### config.mk
export PLATFORM = sky130hd
export DESIGN_NAME = reg32_mdr_flat
export DESIGN_NICKNAME = d
export VERILOG_FILES = /design/src/rtl/reg32_mdr_if.sv /design/src/rtl/reg32_mdr.sv /design/src/flat_wrapper.sv
export SDC_FILE = /design/constraint.sdc
export NUM_CORES = 1
export LEC_CHECK = 0
export ABC_CLOCK_PERIOD_IN_PS = 920
export BUFFER_PORTS_ARGS = -buffer_cell sky130_fd_sc_hd__buf_2
export CORE_UTILIZATION = 40
export DETAILED_ROUTE_END_ITERATION = 12
export GPL_TIMING_DRIVEN = 0
export PLACE_DENSITY = 0.8
export SLEW_MARGIN = 20
export SYNTH_ARGS = -nofsm -noshare
export SYNTH_HDL_FRONTEND = slang
export SYNTH_SLANG_ARGS = --single-unit
### constraint.sdc
create_clock -name clock -period 0.92 [get_ports clock]
set_input_delay 0.046 -clock clock [delete_from_list [all_inputs] [get_ports clock]]
set_output_delay 0.046 -clock clock [all_outputs]
set_load 0.02 [all_outputs]
### src/rtl/reg32_mdr_if.sv
// Bus-side signal bundle for the Mini SRC memory data register.
// Signal names follow the datapath schematic so wiring reads one-to-one.
interface reg32_mdr_if;
  logic [31:0] BusMuxOut;
  logic [31:0] Mdatain;
  logic        read;
  logic        MDRin;
  logic [31:0] MDR_out;

  modport master (
    output BusMuxOut,
    output Mdatain,
    output read,
    output MDRin,
    input  MDR_out
  );

  modport slave (
    input  BusMuxOut,
    input  Mdatain,
    input  read,
    input  MDRin,
    output MDR_out
  );
endinterface

### src/rtl/reg32_mdr.sv
// 32-bit memory data register: loads either the internal bus or memory read data,
// selected by read and gated by MDRin, with a synchronous active-low clear.
module reg32_mdr (
  input  logic         clock,
  input  logic         clear,
  reg32_mdr_if.slave   bus
);

  logic [31:0] src_s;
  logic [31:0] data_d;
  logic [31:0] data_q;

  // Source select and load-enable next-state logic.
  always_comb begin
    src_s  = 32'h0000_0000;
    data_d = data_q;
    if (bus.read) begin
      src_s = bus.Mdatain;
    end else begin
      src_s = bus.BusMuxOut;
    end
    if (bus.MDRin) begin
      data_d = src_s;
    end else begin
      data_d = data_q;
    end
  end

  // Data register; clear takes priority over any load at the same edge.
  always_ff @(posedge clock) begin
    if (!clear) begin
      data_q <= 32'h0000_0000;
    end else begin
      data_q <= data_d;
    end
  end

  assign bus.MDR_out = data_q;

endmodule

### src/flat_wrapper.sv
// flat-port wrapper written by rule: the top's interface ports become plain ports
module reg32_mdr_flat 
  (clock, clear, bus_BusMuxOut, bus_Mdatain, bus_read, bus_MDRin, bus_MDR_out);
  reg32_mdr_if bus_i ();
  input  logic clock;
  input  logic clear;
  input wire logic [$bits(bus_i.BusMuxOut)-1:0] bus_BusMuxOut;
  input wire logic [$bits(bus_i.Mdatain)-1:0] bus_Mdatain;
  input wire logic [$bits(bus_i.read)-1:0] bus_read;
  input wire logic [$bits(bus_i.MDRin)-1:0] bus_MDRin;
  output wire logic [$bits(bus_i.MDR_out)-1:0] bus_MDR_out;
  assign bus_i.BusMuxOut = bus_BusMuxOut;
  assign bus_i.Mdatain = bus_Mdatain;
  assign bus_i.read = bus_read;
  assign bus_i.MDRin = bus_MDRin;
  assign bus_MDR_out = bus_i.MDR_out;
  reg32_mdr u_core (.clock(clock), .clear(clear), .bus(bus_i));
endmodule
==> results by group, run 1 <==
Placed design
  – Area post-placement: a little under 2000 sq um
  – # port buffers: 97
  – Placer congestion estimate: 0.745
  – Pre-CTS WS: 0.0488 ns
  – Final HPWL DP: 2.54 mm

CTS
  – Reg clk slew, reported paths: 0.10 ns
  – TritonCTS buffer count: 5
  – Worst skew pair latency: 0.33 ns
  – CTS tree: done
  – Clock Path Buffers: 2
  – Total clock sinks: 32
  – H-tree depth: 2
  – CTS root buffer: clkbuf_4

Synthesis
  – Synthesized area: 1400 sq um
  – Post-synthesis cell count: 142
  – Post-synth top cells: a21oi_1, dfxtp_1, mux2i_1, o21ai_0, clkbuf_1
  – Largest cells by area after synthesis: dfxtp_1, mux2i_1, a21oi_1, o21ai_0, buf_12
  – Post-Syn Nets: 210
  – Dominant synthesized flop cell: dfxtp_1
  – FFs w/ async S/R, synth: 0%
  – Synth warnings: 0
  – Post-synth cell types: 8
  – Seq/Total Area, Yosys: between 40% and 50%
  – Avg Inst Size Synth: roughly 9.8 sq um
  – FF+latch count, synth: 32
  – Share of the synthesized area in the top cell type: 45.9%
  – Yosys top cell by area: dfxtp_1
  – Number of synthesized flops with an enable pin: 0

STA
  – Final Hold Vio Count: 0
  – Final worst slack: just under 0.04 ns
  – Slew @ Worst Pin: 0.442 ns
  – Min Tclk post-route: 0.881 ns
  – Period utilization: between 90 and 100%
  – Slew HR: 70.5%
  – Setup violations, final: 0
  – Clk_skew: 0 ns
  – Fmax: 1.14 GHz
  – Final-report max-slew violation count: 0

Die
  – Die width: 61.1 um
  – Die area: 3730 sq um
  – Row count: 21
  – Core area: between 3000 and 4000 sq um
  – Initial core utilization: 41.8%
  – Boundary pin count: 100
  – Die height: a little over 60 um

Global routing
  – Gr usage total: 24.2%
  – Initial antenna violation count: 0
  – Largest net degree at the start of global routing: 11
  – Global-route wire length before repair: 6.51 mm
  – Congestion Overflow GR: 0
  – Vias in the first global route: 1510

Pwr
  – P_int: 2.34 mW
  – VDD IR max: 0.855 mV
  – Overall power: between 3 and 4 mW
  – Switch share: 28.5%
  – Cell Pwr Density: about 1300 nW/um^2
  – LEAKAGE: 1.22 nW
  – Clock group share of total power: ~26%
  – Comb pwr share: 27.1%
  – Sequential power share: 47.1%
  – Sw Pwr: 933 uW

Status
  – Status: finished, final reports clean

Finish
  – Inserted Diodes: 0
  – Final Cell Area: 2460 sq um
  – Max reg flops: 32
  – Nets: 353
  – Area Overhead vs Synth: 76.7%
  – Final core occ: 73.9%
  – Share of cells above drive strength 1: 40.2%

Drt
  – WL per Instance: 13.8 um
  – Final wirelength: 4.58 mm
  – DRT iter0 DRCs: 58
  – Post-route DRC: 0
  – Via count: 1604
  – Vias per cell: 4.83
  – First-pass DRT Iterations: 4
  – ANT nets after route: 0

Worst setup path
  – CP required: approximately 0.87 ns
  – CP Cell Sequence: buf_2
  – Critical path's top delay family: flip-flops
  – Worst path bufs/invs: 1
  – CP Depth: 1
  – Critical Path Fanout Max: 2
  – Crit path max-delay cell type: dfxtp_1
  – Worst setup path endpoint: bus_MDR_out[28]
  – Crit path largest cell delay: 0.34 ns
  – Crit path launch: u_core.bus.MDR_out[28]$_SDFFE_PN0P_
  – CP Launch Type: flop
  – Critical path type: reg -> out
  – R2r setup slk: 0.22 ns
  – Worst R2R Path Depth: 2
  – Reg-to-reg endpoint: u_core.bus.MDR_out[23]$_SDFFE_PN0P_
  – Endpoint class of the critical path: output port
  – WP data arrival: 0.83 ns
  – R2r startpoint: u_core.bus.MDR_out[23]$_SDFFE_PN0P_

Hold path
  – HP Class: in -> reg

Run
  – MaxCap Viol Count: 0
## power groups by stage
| stage | Combinational (mW) | Clock, mW | Sequential, mW |
|---|---|---|---|
| finish | 0.888 | 0.843 | 1.54 |
| global route | 0.957 | 0.931 | 1.55 |
| CTS | 0.812 | 0.866 | 1.53 |
| detailed placement | 0.693 | 0 | 1.56 |
| global placement | 0.683 | 0 | 1.56 |
| floorplan | 0.273 | 0 | 1.69 |
## metal layers
layer	global-route usage, %	up-vias	share of wire, %
met2	42.7	76	52
met1	25.5	713	40
met5	0	-	0
met3	8.40	13	6.1
li1	-	802	-
met4	12.0	0	2.7
## worst min-delay path by stage
stage / startpoint / end / slack, ns / cells past startpoint
2_1_floorplan: clear / u_core.bus.MDR_out[30]$_SDFFE_PN0P_ / 0.18 / 2
3_3_place_gp: bus_BusMuxOut[23] / u_core.bus.MDR_out[23]$_SDFFE_PN0P_ / 0.34 / 3
3_5_place_dp: bus_BusMuxOut[20] / u_core.bus.MDR_out[20]$_SDFFE_PN0P_ / 0.34 / 3
4_1_cts: bus_BusMuxOut[9] / u_core.bus.MDR_out[9]$_SDFFE_PN0P_ / 0.00002 / 3
5_1_grt: bus_Mdatain[11] / u_core.bus.MDR_out[11]$_SDFFE_PN0P_ / 0.003 / 3
6_report: bus_BusMuxOut[19] / u_core.bus.MDR_out[19]$_SDFFE_PN0P_ / 0.02 / 3
## cells by family after synthesis
kind of cell / Yosys count / share of synthesized area, %
flip-flops: 32 / 45.9
AO/OA/AOI/OAI: 64 / 23.0
multiplexers: 32 / 23.0
buffers and inverters: 14 / 8.16
## final cells by class
type	instances	area, sq um
fillers	244	872
repair buffers	136	948
plain buffers	14	114
flip-flops and latches	32	646
well taps	46	57.6
clock buffers	8	58.8
multi-input cells	96	641
## cells in the final DEF (no fill, tap or decap)
cell type,netlist,layout
clkbuf_4,0,5
o21ai_0,32,32
clkbuf_1,6,8
dlygate4sd3_1,0,39
mux2i_1,32,32
dfxtp_1,32,28
clkbuf_8,0,1
buf_2,4,72
buf_12,3,3
buf_6,1,1
a21oi_1,32,32
buf_4,0,29
dfxtp_2,0,4
## metrics by stage
stage | hold slack [ns] | setup TNS, ns | cells
floorplan | 0.184 | 0 | 142
global placement | 0.335 | 0 | 285
detailed placement | 0.340 | 0 | 285
CTS | 0.0000151 | 0 | 330
global route | 0.00342 | -0.00740 | 332
finish | 0.0182 | 0 | 332
## timing repair
item	4_1_cts	5_1_grt
endpoints found under the hold margin	20	2
hold buffers	37	2
resized for setup	0	33
buffers inserted	0	0
endpoints found under the setup margin	0	29
(Power assumes the default switching activity.)
==> run 2, diff against run 1 <==
--- a/config.mk
+++ b/config.mk
@@ -8,6 +8,7 @@
 export ABC_CLOCK_PERIOD_IN_PS = 920
 export BUFFER_PORTS_ARGS = -buffer_cell sky130_fd_sc_hd__buf_2
 export CORE_UTILIZATION = 40
+export CTS_BUF_LIST = sky130_fd_sc_hd__clkbuf_16
 export DETAILED_ROUTE_END_ITERATION = 12
 export GPL_TIMING_DRIVEN = 0
 export PLACE_DENSITY = 0.8
==> run 2 against run 1 <==
Clock-buffer cell count shrank 3. Global-route usage down 5.8 points. Combinational power shrank 23%. Largest cell class is now registers.
==> results by group, run 2 (same netlist as run 1, synthesis figures left out) <==
STA
  – Setup TNS: 0 ns (unchanged)
  – Min Tclk post-route: 0.804 ns (was 0.881 ns)
  – Final worst slack: 0.116 ns (was 0.0395 ns)
  – Slew @ Worst Pin: 0.446 ns (was 0.442 ns)
  – Setup violations, final: 0 (unchanged)
  – Final-report max-slew violation count: 0 (unchanged)
  – Clk_skew: 0 ns (unchanged)
  – Period utilization: 87.4% (was 95.7%)
  – Final Hold Vio Count: 0 (unchanged)
  – RSZ-0062 raised after global routing: false
  – Slew HR: 70.3% (was 70.5%)
  – Fmax: 1.24 GHz (was 1.14 GHz)

Drt
  – First-pass DRT Iterations: 4 (unchanged)
  – Final wirelength: 3.33 mm (was 4.58 mm)
  – Vias per cell: 4.77 (was 4.83)
  – Post-route DRC: 0 (unchanged)
  – Via count: 1399 (was 1604)
  – DRT iter0 DRCs: 69 (was 58)
  – WL per Instance: 11.4 um (was 13.8 um)
  – ANT nets after route: 0 (unchanged)

Worst setup path
  – Crit path max-delay cell type: dfxtp_1 (unchanged)
  – Crit path launch: u_core.bus.MDR_out[0]$_SDFFE_PN0P_ (was u_core.bus.MDR_out[28]$_SDFFE_PN0P_)
  – CP Cell Sequence: buf_2 (unchanged)
  – CP required: 0.87 ns (about the same)
  – Worst R2R Path Depth: 2 (unchanged)
  – Endpoint class of the critical path: output port (unchanged)
  – R2r startpoint: u_core.bus.MDR_out[26]$_SDFFE_PN0P_ (was u_core.bus.MDR_out[23]$_SDFFE_PN0P_)
  – Critical path's top delay family: flip-flops (unchanged)
  – Worst path bufs/invs: 1 (unchanged)
  – CP Launch Type: flop (unchanged)
  – WP data arrival: 0.76 ns (was 0.83 ns)
  – Reg-to-reg endpoint: u_core.bus.MDR_out[26]$_SDFFE_PN0P_ (was u_core.bus.MDR_out[23]$_SDFFE_PN0P_)
  – Critical Path Fanout Max: 2 (unchanged)
  – R2r setup slk: 0.28 ns (was 0.22 ns)
  – Crit path largest cell delay: 0.33 ns (was 0.34 ns)
  – Critical path type: reg -> out (unchanged)

Hold path
  – WHS Path Cells: 3 (unchanged)
  – Hold endpoint: u_core.bus.MDR_out[10]$_SDFFE_PN0P_ (was u_core.bus.MDR_out[19]$_SDFFE_PN0P_)
  – HP Class: in -> reg (unchanged)
  – Min-delay src: bus_BusMuxOut[10] (was bus_BusMuxOut[19])

Global routing
  – Initial antenna violation count: 0 (unchanged)
  – Vias in the first global route: 1270 (was 1510)
  – Largest net degree at the start of global routing: 11 (unchanged)
  – Congestion Overflow GR: 0 (unchanged)
  – Gr usage total: 18.4% (was 24.2%)
  – Global-route wire length before repair: 5.19 mm (was 6.51 mm)

CTS
  – Reg clk slew, reported paths: 0.05 ns (was 0.10 ns)
  – TritonCTS buffer count: 5 (unchanged)
  – Post-CTS setup buffers: 0 (unchanged)
  – CTS root buffer: clkbuf_16 (was clkbuf_4)
  – H-tree depth: 2 (unchanged)
  – CTS tree: done (unchanged)
  – Clock Path Buffers: 2 (unchanged)
  – Resized cells post-CTS: 0 (unchanged)
  – Total clock sinks: 32 (unchanged)
  – Hold-fix buffers at CTS: 0 (was 37)
  – Worst skew pair latency: 0.26 ns (was 0.33 ns)

Die
  – Die area: 3730 sq um (unchanged)
  – Die height: 61.1 um (unchanged)
  – Die width: 61.1 um (unchanged)
  – Initial core utilization: 41.8% (unchanged)
  – Row count: 21 (unchanged)
  – Boundary pin count: 100 (unchanged)
  – Core area: 3340 sq um (unchanged)

Finish
  – Max reg flops: 32 (unchanged)
  – Inserted Diodes: 0 (unchanged)
  – Area Overhead vs Synth: 48.7% (was 76.7%)
  – FILL cells: 321 (was 244)
  – Nets: 314 (was 353)
  – Footprint of the multi-input gates: 641 sq um (unchanged)
  – Share of cells above drive strength 1: 44.5% (was 40.2%)
  – FF/Latch Area: 641 sq um (was 646 sq um)
  – Leading cell types in the layout, fill and taps excluded: buf_2, mux2i_1, o21ai_0, a21oi_1, dfxtp_1 (was buf_2, dlygate4sd3_1, mux2i_1, o21ai_0, a21oi_1)
  – Most common cell after layout, fill and taps aside: buf_2 (unchanged)

Placed design
  – Final HPWL DP: 2.54 mm (unchanged)
  – Placer congestion estimate: 0.745 (unchanged)
  – Pre-CTS WS: 0.0488 ns (unchanged)
  – # port buffers: 97 (unchanged)

Pwr
  – Sequential power share: 41.6% (was 47.1%)
  – VDD IR max: 1.20 mV (was 0.855 mV)
  – Overall power: 3.69 mW (was 3.27 mW)
  – Switch share: 24.8% (was 28.5%)
  – P_int: 2.78 mW (was 2.34 mW)
  – Clock group share of total power: 39.8% (was 25.7%)
  – Cell Pwr Density: 1780 nW/um^2 (was 1330 nW/um^2)
  – Sw Pwr: 917 uW (was 933 uW)
  – LEAKAGE: 1.09 nW (was 1.22 nW)
  – Comb pwr share: 18.6% (was 27.1%)

Run
  – MaxCap Viol Count: 0 (unchanged)

Status
  – Status: finished, final reports clean (unchanged)
## run 2: final cells by class
cell class	instances	share of cell area (%)
multi-input combinational	96	30.9
sequential	32	30.9
tap	46	2.77
clock buffer	5	6.03
buffer	14	5.49
timing repair buffer	97	23.4
clock inverter	3	0.543
## run 2: how the worst max path moves through the flow
stage,end,slack (ns),cells after the start
6_report,bus_MDR_out[0],0.12,1
4_1_cts,bus_MDR_out[0],0.11,1
3_5_place_dp,u_core.bus.MDR_out[29]$_SDFFE_PN0P_,0.05,3
2_1_floorplan,u_core.bus.MDR_out[30]$_SDFFE_PN0P_,0.23,2
3_3_place_gp,u_core.bus.MDR_out[11]$_SDFFE_PN0P_,0.06,3
5_1_grt,bus_MDR_out[12],0.08,1
## run 2: per-stage QoR
step	util (%)	instances	hold slack, ns	instance area (sq um)
floorplan	-	142	0.184	1400
global placement	58.1	285	0.335	1940
global route	62.2	293	0.0841	2070
finish	62.2	293	0.0701	2070
detailed placement	58.1	285	0.340	1940
CTS	62.2	293	0.0674	2070
## run 2: power by group through the flow
stage | clock, mW | sequential, mW | combinational [mW]
detailed placement | 0 | 1.56 | 0.693
finish | 1.47 | 1.54 | 0.687
global route | 1.57 | 1.55 | 0.755
floorplan | 0 | 1.69 | 0.273
CTS | 1.50 | 1.54 | 0.694
global placement | 0 | 1.56 | 0.683
## run 2: worst reg2reg max path, delay by kind of cell (launching register included)
kind            cells  cell delay (ns)
compound gates      2             0.21
flops               1             0.30
## run 2: layer usage
metal | global-route usage (%) | vias up | routed length, um | share of wire [%]
met2 | 32.0 | 61 | 1570 | 47
met5 | 0 | - | 0 | 0
met4 | 5.84 | 0 | 25 | 0.75
met3 | 4.83 | 4 | 238 | 7.1
li1 | - | 717 | - | -
met1 | 22.2 | 617 | 1500 | 45
==> run 3, diff against run 2 <==
--- a/config.mk
+++ b/config.mk
@@ -9,9 +9,11 @@
 export BUFFER_PORTS_ARGS = -buffer_cell sky130_fd_sc_hd__buf_2
 export CORE_UTILIZATION = 40
 export CTS_BUF_LIST = sky130_fd_sc_hd__clkbuf_16
+export CTS_CLUSTER_DIAMETER = 120
 export DETAILED_ROUTE_END_ITERATION = 12
 export GPL_TIMING_DRIVEN = 0
 export PLACE_DENSITY = 0.8
+export RECOVER_POWER = 50
 export SLEW_MARGIN = 20
 export SYNTH_ARGS = -nofsm -noshare
 export SYNTH_HDL_FRONTEND = slang
==> run 3 against run 2 <==
Final cell count is the same. Sequential power hardly changed. Critical path type unchanged. Setup slack unchanged. Sequential share of layout area about the same. Clock power hardly changed. Critical endpoint unchanged. Clock skew is the same. Core utilization is essentially flat.
==> results by group, run 3 (same netlist as run 1, synthesis figures left out) <==
Pwr
  – P_int: 2.78 mW (about the same)
  – LEAKAGE: 1.08 nW (was 1.09 nW)
  – VDD IR max: 1.20 mV (unchanged)
  – Switch share: 24.8% (about the same)
  – Overall power: 3.69 mW (about the same)
  – Sequential power share: 41.6% (about the same)
  – Sw Pwr: 917 uW (about the same)
  – Comb pwr share: 18.6% (about the same)
  – Cell Pwr Density: 1780 nW/um^2 (about the same)
  – Clock group share of total power: 39.8% (about the same)

Drt
  – WL per Instance: 11.4 um (unchanged)
  – Final wirelength: 3.33 mm (unchanged)
  – ANT nets after route: 0 (unchanged)
  – First-pass DRT Iterations: 4 (unchanged)
  – Vias per cell: 4.77 (unchanged)
  – Via count: 1399 (unchanged)
  – Post-route DRC: 0 (unchanged)
  – DRT iter0 DRCs: 69 (unchanged)

CTS
  – Hold-fix buffers at CTS: 0 (unchanged)
  – Post-CTS setup buffers: 0 (unchanged)
  – CTS tree: done (unchanged)
  – Reg clk slew, reported paths: 0.05 ns (about the same)
  – Resized cells post-CTS: 0 (unchanged)
  – Clock Path Buffers: 2 (unchanged)
  – H-tree depth: 2 (unchanged)
  – Total clock sinks: 32 (unchanged)
  – TritonCTS buffer count: 5 (unchanged)
  – CTS root buffer: clkbuf_16 (unchanged)
  – Worst skew pair latency: 0.26 ns (about the same)

Global routing
  – Gr usage total: 18.4% (unchanged)
  – Global-route wire length before repair: 5.19 mm (unchanged)
  – Vias in the first global route: 1270 (unchanged)
  – Largest net degree at the start of global routing: 11 (unchanged)
  – Initial antenna violation count: 0 (unchanged)
  – Congestion Overflow GR: 0 (unchanged)

STA
  – Final Hold Vio Count: 0 (unchanged)
  – RSZ-0062 raised after global routing: false (unchanged)
  – Setup violations, final: 0 (unchanged)
  – Min Tclk post-route: 0.804 ns (unchanged)
  – Slew HR: 70.3% (unchanged)
  – Final-report max-slew violation count: 0 (unchanged)
  – Clk_skew: 0 ns (unchanged)
  – Setup TNS: 0 ns (unchanged)
  – Period utilization: 87.4% (unchanged)
  – Fmax: 1.24 GHz (unchanged)
  – Slew @ Worst Pin: 0.446 ns (about the same)

Worst setup path
  – Crit path max-delay cell type: dfxtp_1 (unchanged)
  – Critical Path Fanout Max: 2 (unchanged)
  – Critical path type: reg -> out (unchanged)
  – Critical path's top delay family: flip-flops (unchanged)
  – Crit path largest cell delay: 0.33 ns (about the same)
  – CP required: 0.87 ns (about the same)
  – WP data arrival: 0.76 ns (about the same)
  – Endpoint class of the critical path: output port (unchanged)
  – CP Launch Type: flop (unchanged)
  – Worst path bufs/invs: 1 (unchanged)
  – CP Cell Sequence: buf_2 (unchanged)

Finish
  – Most common cell after layout, fill and taps aside: buf_2 (unchanged)
  – Nets: 314 (unchanged)
  – Share of cells above drive strength 1: 44.1% (was 44.5%)
  – Leading cell types in the layout, fill and taps excluded: buf_2, mux2i_1, o21ai_0, a21oi_1, dfxtp_1 (unchanged)
  – Area Overhead vs Synth: 48.6% (was 48.7%)
  – Inserted Diodes: 0 (unchanged)
  – FILL cells: 322 (was 321)
  – Max reg flops: 32 (unchanged)

Hold path
  – HP Class: in -> reg (unchanged)

Status
  – Status: finished, final reports clean (unchanged)

Die
  – Core area: 3340 sq um (unchanged)
  – Die width: 61.1 um (unchanged)
  – Die height: 61.1 um (unchanged)
  – Row count: 21 (unchanged)
  – Boundary pin count: 100 (unchanged)
  – Initial core utilization: 41.8% (unchanged)
  – Die area: 3730 sq um (unchanged)

Run
  – MaxCap Viol Count: 0 (unchanged)

Placed design
  – Final HPWL DP: 2.54 mm (unchanged)
  – # port buffers: 97 (unchanged)
  – Placer congestion estimate: 0.745 (unchanged)
-- run 3: cell types whose count changed in the layout (fill, tap and decap cells not counted), sizes merged --
cell	before	now
buf	105	104
clkbuf	11	12
-- run 3: per-layer routing --
metal	vias up	GRT usage, %	share of wire [%]
met1	617	22.2	45
met5	-	0	0
li1	717	-	-
met4	0	5.84	0.75
met2	61	32.0	47
met3	4	4.83	7.1
-- run 3: final timing paths --
check                                             end  slack (ns)  cells past startpoint                           startpoint
hold / removal    u_core.bus.MDR_out[10]$_SDFFE_PN0P_        0.07                      3                    bus_BusMuxOut[10]
setup reg to reg  u_core.bus.MDR_out[26]$_SDFFE_PN0P_        0.28                      2  u_core.bus.MDR_out[26]$_SDFFE_PN0P_
hold reg to reg   u_core.bus.MDR_out[18]$_SDFFE_PN0P_        0.52                      2  u_core.bus.MDR_out[18]$_SDFFE_PN0P_
setup / recovery                       bus_MDR_out[0]        0.12                      1   u_core.bus.MDR_out[0]$_SDFFE_PN0P_
-- run 3: power by group through the flow --
stage | logic (mW) | registers [mW] | clock network (mW)
final | 0.686 | 1.54 | 1.47
after global placement | 0.683 | 1.56 | 0
after CTS | 0.694 | 1.54 | 1.50
after detailed placement | 0.693 | 1.56 | 0
after floorplan | 0.273 | 1.69 | 0
after global routing | 0.754 | 1.55 | 1.57
-- run 3: cell type report --
class                   instances  area (sq um)  area share, %
flip-flops and latches         32           641           30.9
well taps                      46          57.6           2.78
clock inverters                 3          11.3          0.543
clock buffers                   5           125           6.03
repair buffers                 97           484           23.4
plain buffers                  14           114           5.49
multi-input cells              96           641           30.9
-- run 3: stage by stage --
| stage | cell area [sq um] | hold slack [ns] | cells | worst slack, ns | utilization, % |
|---|---|---|---|---|---|
| 2_1_floorplan | 1400 | 0.184 | 142 | 0.228 | - |
| 3_3_place_gp | 1940 | 0.335 | 285 | 0.0627 | 58.1 |
| 3_5_place_dp | 1940 | 0.340 | 285 | 0.0488 | 58.1 |
| 4_1_cts | 2070 | 0.0674 | 293 | 0.108 | 62.2 |
| 5_1_grt | 2070 | 0.0841 | 293 | 0.0839 | 62.1 |
| 6_report | 2070 | 0.0701 | 293 | 0.116 | 62.1 |
